File: src/rtl/axi_dram_arbiter.sv
// N-master to 1-slave AXI4 arbiter: round-robin AR/AW, W locked to AW owner, R/B routed by ID prefix.
// Optional per-master grant counters are enabled by defining ARB_PERF_EN.
module axi_dram_arbiter #(
  parameter int N_MASTERS = 2,
  parameter int ADDR_BITS = 32,
  parameter int DATA_BITS = 64,
  parameter int ID_BITS   = 4,
  parameter int IDX_BITS  = $clog2(N_MASTERS)
) (
  input  logic                                 clock,
  input  logic                                 reset,
  input  logic [N_MASTERS-1:0]                 m_ar_valid,
  output logic [N_MASTERS-1:0]                 m_ar_ready,
  input  logic [N_MASTERS*ADDR_BITS-1:0]       m_ar_addr,
  input  logic [N_MASTERS*ID_BITS-1:0]         m_ar_id,
  input  logic [N_MASTERS*8-1:0]               m_ar_len,
  input  logic [N_MASTERS*3-1:0]               m_ar_size,
  input  logic [N_MASTERS-1:0]                 m_aw_valid,
  output logic [N_MASTERS-1:0]                 m_aw_ready,
  input  logic [N_MASTERS*ADDR_BITS-1:0]       m_aw_addr,
  input  logic [N_MASTERS*ID_BITS-1:0]         m_aw_id,
  input  logic [N_MASTERS*8-1:0]               m_aw_len,
  input  logic [N_MASTERS*3-1:0]               m_aw_size,
  input  logic [N_MASTERS-1:0]                 m_w_valid,
  output logic [N_MASTERS-1:0]                 m_w_ready,
  input  logic [N_MASTERS*DATA_BITS-1:0]       m_w_data,
  input  logic [N_MASTERS*DATA_BITS/8-1:0]     m_w_strb,
  input  logic [N_MASTERS-1:0]                 m_w_last,
  output logic [N_MASTERS-1:0]                 m_r_valid,
  input  logic [N_MASTERS-1:0]                 m_r_ready,
  output logic [ID_BITS-1:0]                   m_r_id,
  output logic [DATA_BITS-1:0]                 m_r_data,
  output logic [1:0]                           m_r_resp,
  output logic                                 m_r_last,
  output logic [N_MASTERS-1:0]                 m_b_valid,
  input  logic [N_MASTERS-1:0]                 m_b_ready,
  output logic [ID_BITS-1:0]                   m_b_id,
  output logic [1:0]                           m_b_resp,
  output logic                                 s_ar_valid,
  input  logic                                 s_ar_ready,
  output logic [ADDR_BITS-1:0]                 s_ar_addr,
  output logic [ID_BITS+IDX_BITS-1:0]          s_ar_id,
  output logic [7:0]                           s_ar_len,
  output logic [2:0]                           s_ar_size,
  output logic                                 s_aw_valid,
  input  logic                                 s_aw_ready,
  output logic [ADDR_BITS-1:0]                 s_aw_addr,
  output logic [ID_BITS+IDX_BITS-1:0]          s_aw_id,
  output logic [7:0]                           s_aw_len,
  output logic [2:0]                           s_aw_size,
  output logic                                 s_w_valid,
  input  logic                                 s_w_ready,
  output logic [DATA_BITS-1:0]                 s_w_data,
  output logic [DATA_BITS/8-1:0]               s_w_strb,
  output logic                                 s_w_last,
  input  logic                                 s_r_valid,
  output logic                                 s_r_ready,
  input  logic [ID_BITS+IDX_BITS-1:0]          s_r_id,
  input  logic [DATA_BITS-1:0]                 s_r_data,
  input  logic [1:0]                           s_r_resp,
  input  logic                                 s_r_last,
  input  logic                                 s_b_valid,
  output logic                                 s_b_ready,
  input  logic [ID_BITS+IDX_BITS-1:0]          s_b_id,
  input  logic [1:0]                           s_b_resp,
  output logic                                 dbg_w_state
`ifdef ARB_PERF_EN
  ,
  output logic [N_MASTERS*32-1:0]              perf_rd_grants,
  output logic [N_MASTERS*32-1:0]              perf_wr_grants
`endif
);

  localparam int SID_BITS  = ID_BITS + IDX_BITS;
  localparam int STRB_BITS = DATA_BITS / 8;

  // Every channel uses AXI valid/ready: a beat transfers on the rising edge where
  // both are high, and a source holds its payload stable while valid && !ready.

  typedef enum logic {W_IDLE = 1'b0, W_BURST = 1'b1} w_state_t;

  w_state_t            state_q, state_d;
  logic [IDX_BITS-1:0] w_owner;
  logic [IDX_BITS-1:0] rr_ar, rr_aw, ar_lock_idx, aw_lock_idx;
  logic                ar_locked, aw_locked;
  logic [IDX_BITS-1:0] ar_win, aw_win;
  logic                ar_hs, aw_hs, w_hs;

  // First requester at or after ptr, searching upward with wrap.
  function automatic logic [IDX_BITS-1:0] rr_pick(input logic [N_MASTERS-1:0] req,
                                                  input logic [IDX_BITS-1:0] ptr);
    logic [N_MASTERS-1:0] rot;
    logic [IDX_BITS-1:0]  pick;
    logic                 found;
    int                   j;
    rot   = N_MASTERS'({req, req} >> ptr);
    pick  = ptr;
    found = 1'b0;
    for (int k = 0; k < N_MASTERS; k++) begin
      if (!found && rot[k]) begin
        j = int'(ptr) + k;
        if (j >= N_MASTERS) j = j - N_MASTERS;
        pick  = IDX_BITS'(j);
        found = 1'b1;
      end
    end
    return pick;
  endfunction

  function automatic logic [IDX_BITS-1:0] next_idx(input logic [IDX_BITS-1:0] idx);
    if (idx == IDX_BITS'(N_MASTERS - 1)) return '0;
    return idx + IDX_BITS'(1);
  endfunction

  // Read address: a locked grant keeps the downstream request stable until accepted.
  always_comb begin
    ar_win     = ar_locked ? ar_lock_idx : rr_pick(m_ar_valid, rr_ar);
    s_ar_valid = 1'b0;
    s_ar_addr  = '0;
    s_ar_id    = '0;
    s_ar_len   = '0;
    s_ar_size  = '0;
    m_ar_ready = '0;
    for (int i = 0; i < N_MASTERS; i++) begin
      if (ar_win == IDX_BITS'(i)) begin
        s_ar_valid    = !reset && m_ar_valid[i];
        s_ar_addr     = m_ar_addr[i*ADDR_BITS +: ADDR_BITS];
        s_ar_id       = {ar_win, m_ar_id[i*ID_BITS +: ID_BITS]};
        s_ar_len      = m_ar_len[i*8 +: 8];
        s_ar_size     = m_ar_size[i*3 +: 3];
        m_ar_ready[i] = !reset && m_ar_valid[i] && s_ar_ready;
      end
    end
  end

  assign ar_hs = s_ar_valid && s_ar_ready;

  always_ff @(posedge clock) begin
    if (reset) begin
      rr_ar       <= '0;
      ar_locked   <= 1'b0;
      ar_lock_idx <= '0;
    end else if (ar_hs) begin
      ar_locked <= 1'b0;
      rr_ar     <= next_idx(ar_win);
    end else begin
      ar_locked   <= s_ar_valid;
      ar_lock_idx <= ar_win;
    end
  end

  // Write address: same scheme, but no grant while a write burst is still open.
  always_comb begin
    aw_win     = aw_locked ? aw_lock_idx : rr_pick(m_aw_valid, rr_aw);
    s_aw_valid = 1'b0;
    s_aw_addr  = '0;
    s_aw_id    = '0;
    s_aw_len   = '0;
    s_aw_size  = '0;
    m_aw_ready = '0;
    for (int i = 0; i < N_MASTERS; i++) begin
      if (aw_win == IDX_BITS'(i)) begin
        s_aw_valid    = !reset && (state_q == W_IDLE) && m_aw_valid[i];
        s_aw_addr     = m_aw_addr[i*ADDR_BITS +: ADDR_BITS];
        s_aw_id       = {aw_win, m_aw_id[i*ID_BITS +: ID_BITS]};
        s_aw_len      = m_aw_len[i*8 +: 8];
        s_aw_size     = m_aw_size[i*3 +: 3];
        m_aw_ready[i] = !reset && (state_q == W_IDLE) && m_aw_valid[i] && s_aw_ready;
      end
    end
  end

  assign aw_hs = s_aw_valid && s_aw_ready;

  always_ff @(posedge clock) begin
    if (reset) begin
      rr_aw       <= '0;
      aw_locked   <= 1'b0;
      aw_lock_idx <= '0;
    end else if (aw_hs) begin
      aw_locked <= 1'b0;
      rr_aw     <= next_idx(aw_win);
    end else begin
      aw_locked   <= s_aw_valid;
      aw_lock_idx <= aw_win;
    end
  end

  // Write FSM: state register
  always_ff @(posedge clock) begin
    if (reset) begin
      state_q <= W_IDLE;
      w_owner <= '0;
    end else begin
      state_q <= state_d;
      if (aw_hs) w_owner <= aw_win;
    end
  end

  // Write FSM: next state
  always_comb begin
    state_d = state_q;
    case (state_q)
      W_IDLE:  if (aw_hs) state_d = W_BURST;
      W_BURST: if (w_hs && s_w_last) state_d = W_IDLE;
      default: state_d = W_IDLE;
    endcase
  end

  // Write FSM outputs: only the burst owner's W channel is connected.
  always_comb begin
    s_w_valid = 1'b0;
    s_w_data  = '0;
    s_w_strb  = '0;
    s_w_last  = 1'b0;
    m_w_ready = '0;
    if (!reset && state_q == W_BURST) begin
      for (int i = 0; i < N_MASTERS; i++) begin
        if (w_owner == IDX_BITS'(i)) begin
          s_w_valid    = m_w_valid[i];
          s_w_data     = m_w_data[i*DATA_BITS +: DATA_BITS];
          s_w_strb     = m_w_strb[i*STRB_BITS +: STRB_BITS];
          s_w_last     = m_w_last[i];
          m_w_ready[i] = s_w_ready;
        end
      end
    end
  end

  assign w_hs        = s_w_valid && s_w_ready;
  assign dbg_w_state = state_q;

  // Response routing: an index with no matching master is accepted and dropped.
  always_comb begin
    m_r_valid = '0;
    s_r_ready = !reset;
    for (int i = 0; i < N_MASTERS; i++) begin
      if (int'(s_r_id[SID_BITS-1 -: IDX_BITS]) == i) begin
        m_r_valid[i] = !reset && s_r_valid;
        s_r_ready    = !reset && m_r_ready[i];
      end
    end
  end

  always_comb begin
    m_b_valid = '0;
    s_b_ready = !reset;
    for (int i = 0; i < N_MASTERS; i++) begin
      if (int'(s_b_id[SID_BITS-1 -: IDX_BITS]) == i) begin
        m_b_valid[i] = !reset && s_b_valid;
        s_b_ready    = !reset && m_b_ready[i];
      end
    end
  end

  assign m_r_id   = s_r_id[ID_BITS-1:0];
  assign m_r_data = s_r_data;
  assign m_r_resp = s_r_resp;
  assign m_r_last = s_r_last;
  assign m_b_id   = s_b_id[ID_BITS-1:0];
  assign m_b_resp = s_b_resp;

`ifdef ARB_PERF_EN
  // Free-running per-master grant counters, wrapping naturally at 2^32.
  always_ff @(posedge clock) begin
    if (reset) begin
      perf_rd_grants <= '0;
      perf_wr_grants <= '0;
    end else begin
      for (int i = 0; i < N_MASTERS; i++) begin
        if (ar_hs && ar_win == IDX_BITS'(i))
          perf_rd_grants[i*32 +: 32] <= perf_rd_grants[i*32 +: 32] + 32'd1;
        if (aw_hs && aw_win == IDX_BITS'(i))
          perf_wr_grants[i*32 +: 32] <= perf_wr_grants[i*32 +: 32] + 32'd1;
      end
    end
  end
`endif

endmodule

File: config.mk
export PLATFORM = sky130hd
export DESIGN_NAME = axi_dram_arbiter
export DESIGN_NICKNAME = d
export VERILOG_FILES = /design/src/rtl/axi_dram_arbiter.sv
export SDC_FILE = /design/constraint.sdc
export NUM_CORES = 1
export LEC_CHECK = 0
export CAP_MARGIN = 20
export CORE_AREA = 2 2 267 269
export CTS_CLUSTER_DIAMETER = 30
export DETAILED_ROUTE_END_ITERATION = 12
export DIE_AREA = 0 0 269 271
export HOLD_SLACK_MARGIN = 0.1
export SYNTH_ARGS = -nofsm -noshare
export SYNTH_HDL_FRONTEND = slang
export SYNTH_SLANG_ARGS = --single-unit
File: constraint.sdc
create_clock -name clock -period 4.6 [get_ports clock]
set_clock_uncertainty 0.2 [all_clocks]
set_input_delay 0.69 -clock clock [delete_from_list [all_inputs] [get_ports clock]]
set_output_delay 0.69 -clock clock [all_outputs]
set_load 0.01 [all_outputs]
== After elaboration in Yosys (flattened, before gate mapping) ==
Index checks and enable logic that the tools add are counted.
Operators by class
  reduce and logical (&&, ||, !) cells: 27
  multiplexer cells: 56
  add/sub/neg operators: 8
  shift operators: 2
  bitwise gates (word level): 1
  magnitude comparators: 4
Operators with widths (number)
  $mux W64: 2
  $mux W32: 2
  $mux W1: 42
  $mux W8: 4
  $logic_and A1 B1 Y1: 22
  $mux W5: 2
  $shr A4 B1 Y2: 2
  $mux W3: 2
  $add A1 B1 Y2 const B: 2
  $ge A1 B2 Y1 const B: 2
  $ge A2 B2 Y1 const B: 2
  $reduce_or A2 Y1: 2
  $sub A1 B1 Y1 const B: 4
  $logic_not A1 Y1: 3
  $add A1 B1 Y1 const B: 2
  $mux W2: 1
  $pmux W1 S2: 1
  $not A1 Y1: 1
Storage, ports and cells
  input bits: 430
  output and inout port bits: 262
  word-level logic and storage cells: 106
  flip-flop bits (word level): 8

== Logic depth before layout (Yosys ltp) ==
Gate-level depths: netlist of the first run.
  depth after elaboration: 11
  mapped depth: 6
  depth with buffers taken out: 4

== Least setup slack after synthesis of the first run ==
OpenSTA, ideal clock, no wires.
  path type: in2out
  start point: in m_aw_valid[0]
  end point: out s_aw_addr[10]
  setup slack: 2044 ps
  arrival time: 1666 ps
  cell stages on the path: 4
  required time: 3710 ps
  path buffers: 1
  cell sequence: a21bo_4 -> a21oi_4 -> buf_6 -> mux2_2
Between the ends
  cells in the longest elaborated chain, start to end: 7
  elaborated cells on any way between the ends: 8
  classes of those cells: shift (1); mux (5); reduce/logical (2)
Ends and longest elaborated chain
  start, declared: line 18  | input logic [N_MASTERS-1:0] m_aw_valid,
  $shr A4 B1 Y2 (*): line 96  | rot = N_MASTERS'({req, req} >> ptr);
  $mux W1: line 100  | if (!found && rot[k]) begin
  $logic_not A1 Y1: line 100
  $logic_and A1 B1 Y1: line 100
  $mux W1 (*): line 100
  $mux W1 (*): line 154  | aw_win = aw_locked ? aw_lock_idx : rr_pick(m_aw_valid, rr_aw);
  $mux W32 (*): line 162  | if (aw_win == IDX_BITS'(i)) begin
  end, declared: line 47  | output logic [ADDR_BITS-1:0] s_aw_addr,
Every way passes the cells marked *; elsewhere a longest branch is shown, timed or not.

== Worst setup path after layout of the first run ==
  start point: in reset
  end point: out m_w_ready[1]
Between the ends
  cells in the longest elaborated chain, start to end: 3
Ends and longest elaborated chain
  start, declared: line 11  | input logic reset,
  $logic_not A1 Y1: line 217  | if (!reset && state_q == W_BURST) begin
  $logic_and A1 B1 Y1: line 217
  $mux W2: line 217
  end, declared: line 25  | output logic [N_MASTERS-1:0] m_w_ready,
No other way between the ends.

==> results of run 1 <==
[state kept, by name (all words and copies together), names as in the netlist]
name,flops
aw_lock_idx,1
ar_lock_idx,1
ar_locked,1
aw_locked,1
dbg_w_state,1
rr_ar,1
w_owner,1
rr_aw,1
[cell usage in the layout (no fill, tap or decap), types with 2 or more instances in the layout]
cell / Yosys / routed
clkdlybuf4s50_1: 0 / 522
nor2_1: 79 / 79
mux2i_1: 76 / 76
nand2_1: 52 / 51
o211ai_1: 48 / 48
a31oi_1: 48 / 48
mux2_2: 47 / 47
o2111ai_1: 47 / 47
and3_1: 47 / 47
buf_4: 86 / 22
buf_12: 0 / 7
dfxtp_1: 8 / 5
nor2b_1: 5 / 4
a21oi_1: 4 / 4
nand2b_1: 5 / 3
inv_1: 4 / 3
nor3_1: 3 / 3
nor3b_1: 3 / 3
clkbuf_16: 0 / 3
inv_2: 1 / 2
and2_1: 2 / 2
and3b_1: 2 / 2
nand4bb_1: 2 / 2
a211oi_1: 2 / 2
a32o_1: 2 / 2
nor4_1: 2 / 2
o32ai_1: 2 / 2
dfxtp_2: 0 / 2
[area by class of cell]
cell class | instances | share of cell area, %
Tap cell | 940 | 11.2
Sequential cell | 8 | 1.59
Clock buffer | 4 | 0.751
Multi-Input combinational cell | 488 | 33.5
Timing Repair Buffer | 552 | 52.8
Inverter | 5 | 0.179
[per-stage QoR]
step	setup WS, ps	instance area, µm²	util, %	hold slack, ps	cells
detailed placement	682	10400	14.9	312	1993
floorplan	2040	4650	-	274	657
global route	559	10500	15.0	346	1997
finish	706	10500	15.0	328	1997
global placement	686	10400	14.9	304	1993
CTS	680	10500	15.0	317	1997
[critical path: stages]
cell and delay (ps):
clkdlybuf4s50_1 770, nand2b_4 350, buf_4 260, nor3_1 300, clkdlybuf4s50_1 610
[how the worst max path moves through the flow]
stage             startpoint             to  slack, ps  cells after the start
6_report               reset   m_w_ready[1]        710                      5
5_1_grt        m_ar_valid[0]   s_ar_size[2]        560                      6
4_1_cts                reset   m_w_ready[1]        680                      5
3_5_place_dp           reset   m_w_ready[0]        680                      5
3_3_place_gp   m_ar_valid[0]   s_ar_size[2]        690                      6
2_1_floorplan  m_aw_valid[0]  s_aw_addr[10]       2040                      4
[power by group]
| group | internal (µW) | total, µW | switching [µW] |
|---|---|---|---|
| clock | 117 | 166 | 49.4 |
| combinational | 670 | 1170 | 496 |
| sequential | 76.0 | 94.8 | 18.8 |
| total | 863 | 1430 | 564 |
[logic make-up after synthesis]
group                  after synthesis  share of synthesized area (%)
multiplexers                       123                           27.7
flip-flops                           8                           3.44
buffers and inverters              161                           21.5
AND/OR/NAND/NOR                    204                           20.8
AO/OA/AOI/OAI                      161                           26.5
[per-layer routing]
metal	vias up	share of wire, %	GRT usage [%]
met5	-	0	0
met4	0	1.6	1.42
met3	34	11	3.37
met2	439	43	14.9
met1	3247	44	12.4
li1	3191	-	-
==> results by group, run 1 <==
Run status
  – Status: finished, final reports clean

Global routing
  – GR Util All Layers: 9.40%
  – First-pass GRT wire length: 49200 µm
  – Vias in the first global route: 6693
  – Initial antenna violation count: 2
  – Pin count of the biggest net entering global routing: 85
  – Overflow after GRT: 0

Place
  – I/O Buffers: 537
  – Detailed Place HPWL: 31600 µm
  – GP Congestion: 0.951

STA
  – Fmax: 257 MHz
  – Fin Setup TNS: 0 ps
  – Period utilization: 84.6%
  – Max-slew violations: 0
  – Tmin final: 3890 ps
  – Finish-stage setup viols: 0
  – Worst Tran Pin Value: 842 ps
  – Max_slew headroom: 43.8%
  – RSZ-0062 raised after global routing: false
  – Hold Fails Final Rpt: 0

Clock network
  – # H-tree levels: 1
  – Number of setup buffers added after CTS: 0
  – CTS tree: done
  – Post-cts sizing count: 0
  – Num CTS Buffers: 3
  – CTS Hold Bufs: 0
  – Clock Tree Root: clkbuf_16
  – Clk_lat worst skew: 240 ps
  – Clk buf depth: 2
  – Clock sinks: 8
  – Clk slew on worst S/H paths: 50 ps

Drt
  – Drt first-iter violations: 325
  – Routed wire per std cell: 18.7 µm
  – DRT Pass-1 Iters: 5
  – Post-route ant nets: 0
  – Total wire length: 37400 µm
  – # DRC: 0
  – Routed vias: 6911
  – Vias per cell: 3.46

Layout
  – Fillers: 7962
  – Area of the multi-input gates: 3510 µm²
  – Layout area overhead: 126%
  – Layout cells sized above 1: 8.99%
  – Register area: 166 µm²
  – N_diodes: 0
  – Nets@finish: 1488

Worst setup path
  – Crit Path Class: input port to output port
  – Nature of the critical path startpoint: input port
  – Worst-case register-to-register setup slack: 2680 ps
  – Worst Path Required: 3710 ps
  – Worst flop-to-flop path endpoint: dbg_w_state
  – Critical R2R Launch: w_owner
  – Worst setup EP type: output port
  – Reg2Reg Depth: 3
  – CP arrival: 3000 ps
  – Critical Path Fanout Max: 36

Logic synthesis
  – Top post-synthesis cells by area: mux2i_1 16%, buf_4 14%, mux2_2 11%, o2111ai_1 8.9%, o211ai_1 7.8%
  – Async SR Flop Fraction: 0%
  – Post-Syn Nets: 1087
  – Mapped Area: 4650 µm²
  – Commonest cells in the netlist: 86 x buf_4, 79 x nor2_1, 76 x mux2i_1, 52 x nand2_1
  – Top-count cell post-synth: buf_4
  – Post-synthesis cell type count: 38
  – Post-synth EDFFs: 0
  – Number of synthesized register bits: 8
  – Syn_area_per_cell: 7.08 µm²
  – Sequential-to-total area share from yosys stat: 3.44%
  – Synth area leader: mux2i_1
  – Syn. warnings: 0
  – Ys flop type: dfxtp_1
  – Top-area cell type share of the netlist area: 16.4%
  – Mapped Cells: 657

Pwr
  – Final Power: 1430 µW
  – Power density over the cells: 136 nW/µm²
  – Lkg Pwr: 0.00355 µW
  – Peak VDD IR: 0.0837 mV

Min path
  – Hold path cells: 2
  – Worst hold start: rr_aw
  – Hold EP: rr_aw
  – Hold Crit Class: flop to flop

Die
  – Die span in x: 269 µm
  – Row cnt: 97
  – Core Area: 69800 µm²
  – Initial Utilization: 6.66%
  – Die H: 271 µm
  – IO Count: 692
  – Die area: 72900 µm²

Flow run
  – Max-cap viol count: 0
No activity file was read; power rests on OpenSTA's default activity.
==> inputs of run 2 (changes only) <==
CORE_AREA = 2 2 270 272   (was 2 2 267 269)
DIE_AREA = 0 0 272 274   (was 0 0 269 271)
clock period = 3.8 ns   (was 4.6 ns; I/O delays follow)
==> results by group, run 2 (synthesis gave the netlist of run 1 again) <==
Run status
  – Status: finished, final reports clean

STA
  – Worst hold margin: 302 ps (-25.7 ps)
  – Finish-stage setup viols: 0 (unchanged)
  – Worst Tran Pin Value: 640 ps (-203 ps)
  – Tmin final: 3470 ps
  – Max_slew headroom: 56.1% (+12 points)
  – Max-slew violations: 0 (unchanged)
  – RSZ-0062 raised after global routing: false
  – Hold Fails Final Rpt: 0 (unchanged)
  – Period utilization: 91.4%
  – Fmax: 288 MHz
  – Fin Setup TNS: 0 ps (unchanged)

Layout
  – Commonest cells after routing, fill and taps aside: 520 x clkdlybuf4s50_1, 79 x nor2_1, 76 x mux2i_1, 51 x nand2_1
  – Final instance area: 10700 µm² (+1.9%)
  – Final core occ: 14.9% (-0.18 points)
  – Nets@finish: 1506 (+1.2%)
  – Layout cells sized above 1: 10.7% (+1.7 points)
  – Register area: 169 µm² (+1.5%)
  – Most common cell after layout, fill and taps aside: clkdlybuf4s50_1
  – Fillers: 8218 (+3.2%)
  – Area of the multi-input gates: 3510 µm² (unchanged)
  – Layout area overhead: 130%
  – Layout Cells excl Fill: 2036 (+2.0%)

Drt
  – Post-route ant nets: 0 (unchanged)
  – Drt first-iter violations: 250 (-23%)
  – DRT Pass-1 Iters: 5 (unchanged)
  – Routed wire per std cell: 17.5 µm (-6.8%)
  – Total wire length: 35500 µm (-5.0%)
  – Vias per cell: 3.35 (-3.1%)
  – Routed vias: 6825 (-1.2%)
  – # DRC: 0 (unchanged)

Clock network
  – Clk slew on worst S/H paths: 40 ps (about the same)
  – Number of setup buffers added after CTS: 0 (unchanged)
  – Clk_lat worst skew: 230 ps (about the same)
  – Clock Tree Root: clkbuf_16
  – Num CTS Buffers: 3 (unchanged)
  – CTS tree: done
  – Post-cts sizing count: 0 (unchanged)
  – Clock sinks: 8 (unchanged)
  – # H-tree levels: 1 (unchanged)
  – CTS Hold Bufs: 0 (unchanged)
  – Clk buf depth: 2 (unchanged)

Worst setup path
  – CP arrival: 2700 ps (-300 ps)
  – CP Cell Sequence: clkdlybuf4s50_1, a21bo_4, a21oi_4, buf_12, mux2_2, clkdlybuf4s50_1
  – Crit Path Class: input port to output port
  – Critical R2R Launch: w_owner
  – Worst setup EP type: output port
  – Worst Path Required: 3030 ps (-680 ps)
  – Nature of the critical path startpoint: input port
  – Worst-case register-to-register setup slack: 1620 ps (-1060 ps)
  – Crit path largest cell delay: 520 ps (-250 ps)
  – Worst path most repeated cell: clkdlybuf4s50_1
  – CP max-delay cell: clkdlybuf4s50_1
  – Worst flop-to-flop path endpoint: dbg_w_state
  – Critical Path Fanout Max: 50 (+39%)
  – Critical Path Start: m_aw_valid[0]
  – Crit path to: s_aw_len[1]
  – Reg2Reg Depth: 5 (+2)

Min path
  – Hold Crit Class: flop to flop

Die
  – Die H: 274 µm (+1.1%)
  – Core Area: 72000 µm² (+3.1%)
  – IO Count: 692 (unchanged)
  – Row cnt: 99 (+2.1%)
  – Initial Utilization: 6.46% (-0.20 points)
  – Die area: 74500 µm² (+2.2%)
  – Die span in x: 272 µm (+1.1%)

Place
  – GP Congestion: 0.835 (-12%)
  – I/O Buffers: 537 (unchanged)
  – Placed cells: 2030 (+1.9%)
  – Detailed Place HPWL: 30300 µm (-4.1%)
  – Dpl cell area: 10600 µm² (+1.9%)

Global routing
  – Initial antenna violation count: 4 (+2)
  – Vias in the first global route: 6834 (+2.1%)
  – GR Util All Layers: 8.77% (-0.63 points)
  – Overflow after GRT: 0 (unchanged)
  – Pin count of the biggest net entering global routing: 51 (-40%)
  – First-pass GRT wire length: 48200 µm (-2.0%)

Pwr
  – Lkg Pwr: 0.00365 µW (+2.8%)
  – Peak VDD IR: 0.121 mV (+45%)
  – Power density over the cells: 159 nW/µm² (+17%)

Flow run
  – Max-cap viol count: 0 (unchanged)
==> run 2: changes by cell type in the layout (fill, tap and decap cells not counted), sizes merged <==
cell           previous run  this run
diode                     0         3
clkdlybuf4s50           522       520
clkbuf                    4         3
buf                      30        50
==> run 2: metrics by stage <==
stage | setup WS, ps | total power, µW
2_1_floorplan | 1480 | 709
3_3_place_gp | 329 | 1540
3_5_place_dp | 325 | 1540
4_1_cts | 310 | 1730
5_1_grt | 252 | 1810
6_report | 328 | 1700
==> run 2: layer usage <==
metal | vias up | routed length, µm | global-route usage [%]
li1 | 3222 | - | -
met1 | 3140 | 15400 | 11.0
met2 | 424 | 15300 | 13.8
met3 | 37 | 4210 | 3.84
met4 | 2 | 544 | 1.74
met5 | - | 13 | 0
==> run 2: layout make-up <==
| class | instances | area share, % |
|---|---|---|
| timing repair buffer | 570 | 53.4 |
| multi-input combinational | 488 | 32.9 |
| tap | 959 | 11.2 |
| sequential | 8 | 1.58 |
| clock buffer | 3 | 0.702 |
| inverter | 5 | 0.176 |
| antenna | 3 | 0.0702 |
==> run 2: worst min-delay path by stage <==
stage,from,slack [ps],endpoint,depth (start not counted)
after global placement,rr_aw,300,rr_aw,2
after global routing,rr_aw,340,rr_aw,2
after floorplan,rr_aw,270,rr_aw,2
after CTS,rr_aw,300,rr_aw,2
final,rr_aw,300,rr_aw,2
after detailed placement,rr_aw,300,rr_aw,2
==> run 2: worst max-delay path, delay by kind of cell <==
kind	cells	cell delay, ps
muxes	1	370
buffers and inverters	3	1280
AOI/OAI and AO/OA	2	430
==> run 2: where the power goes <==
part | leakage [µW] | switching, µW | total (µW) | internal, µW
clock network | 0.0000370 | 45.7 | 182 | 136
logic | 0.00355 | 581 | 1410 | 826
registers | 0.0000677 | 19.9 | 112 | 91.9
total | 0.00365 | 647 | 1700 | 1050
==> inputs of run 3 (changes only) <==
HOLD_SLACK_MARGIN = 0.02   (was 0.1)
RECOVER_POWER = 25   (was not set)
==> results of run 3 <==
Same layout as run 2: the final DEF is identical, and so are final timing and power.
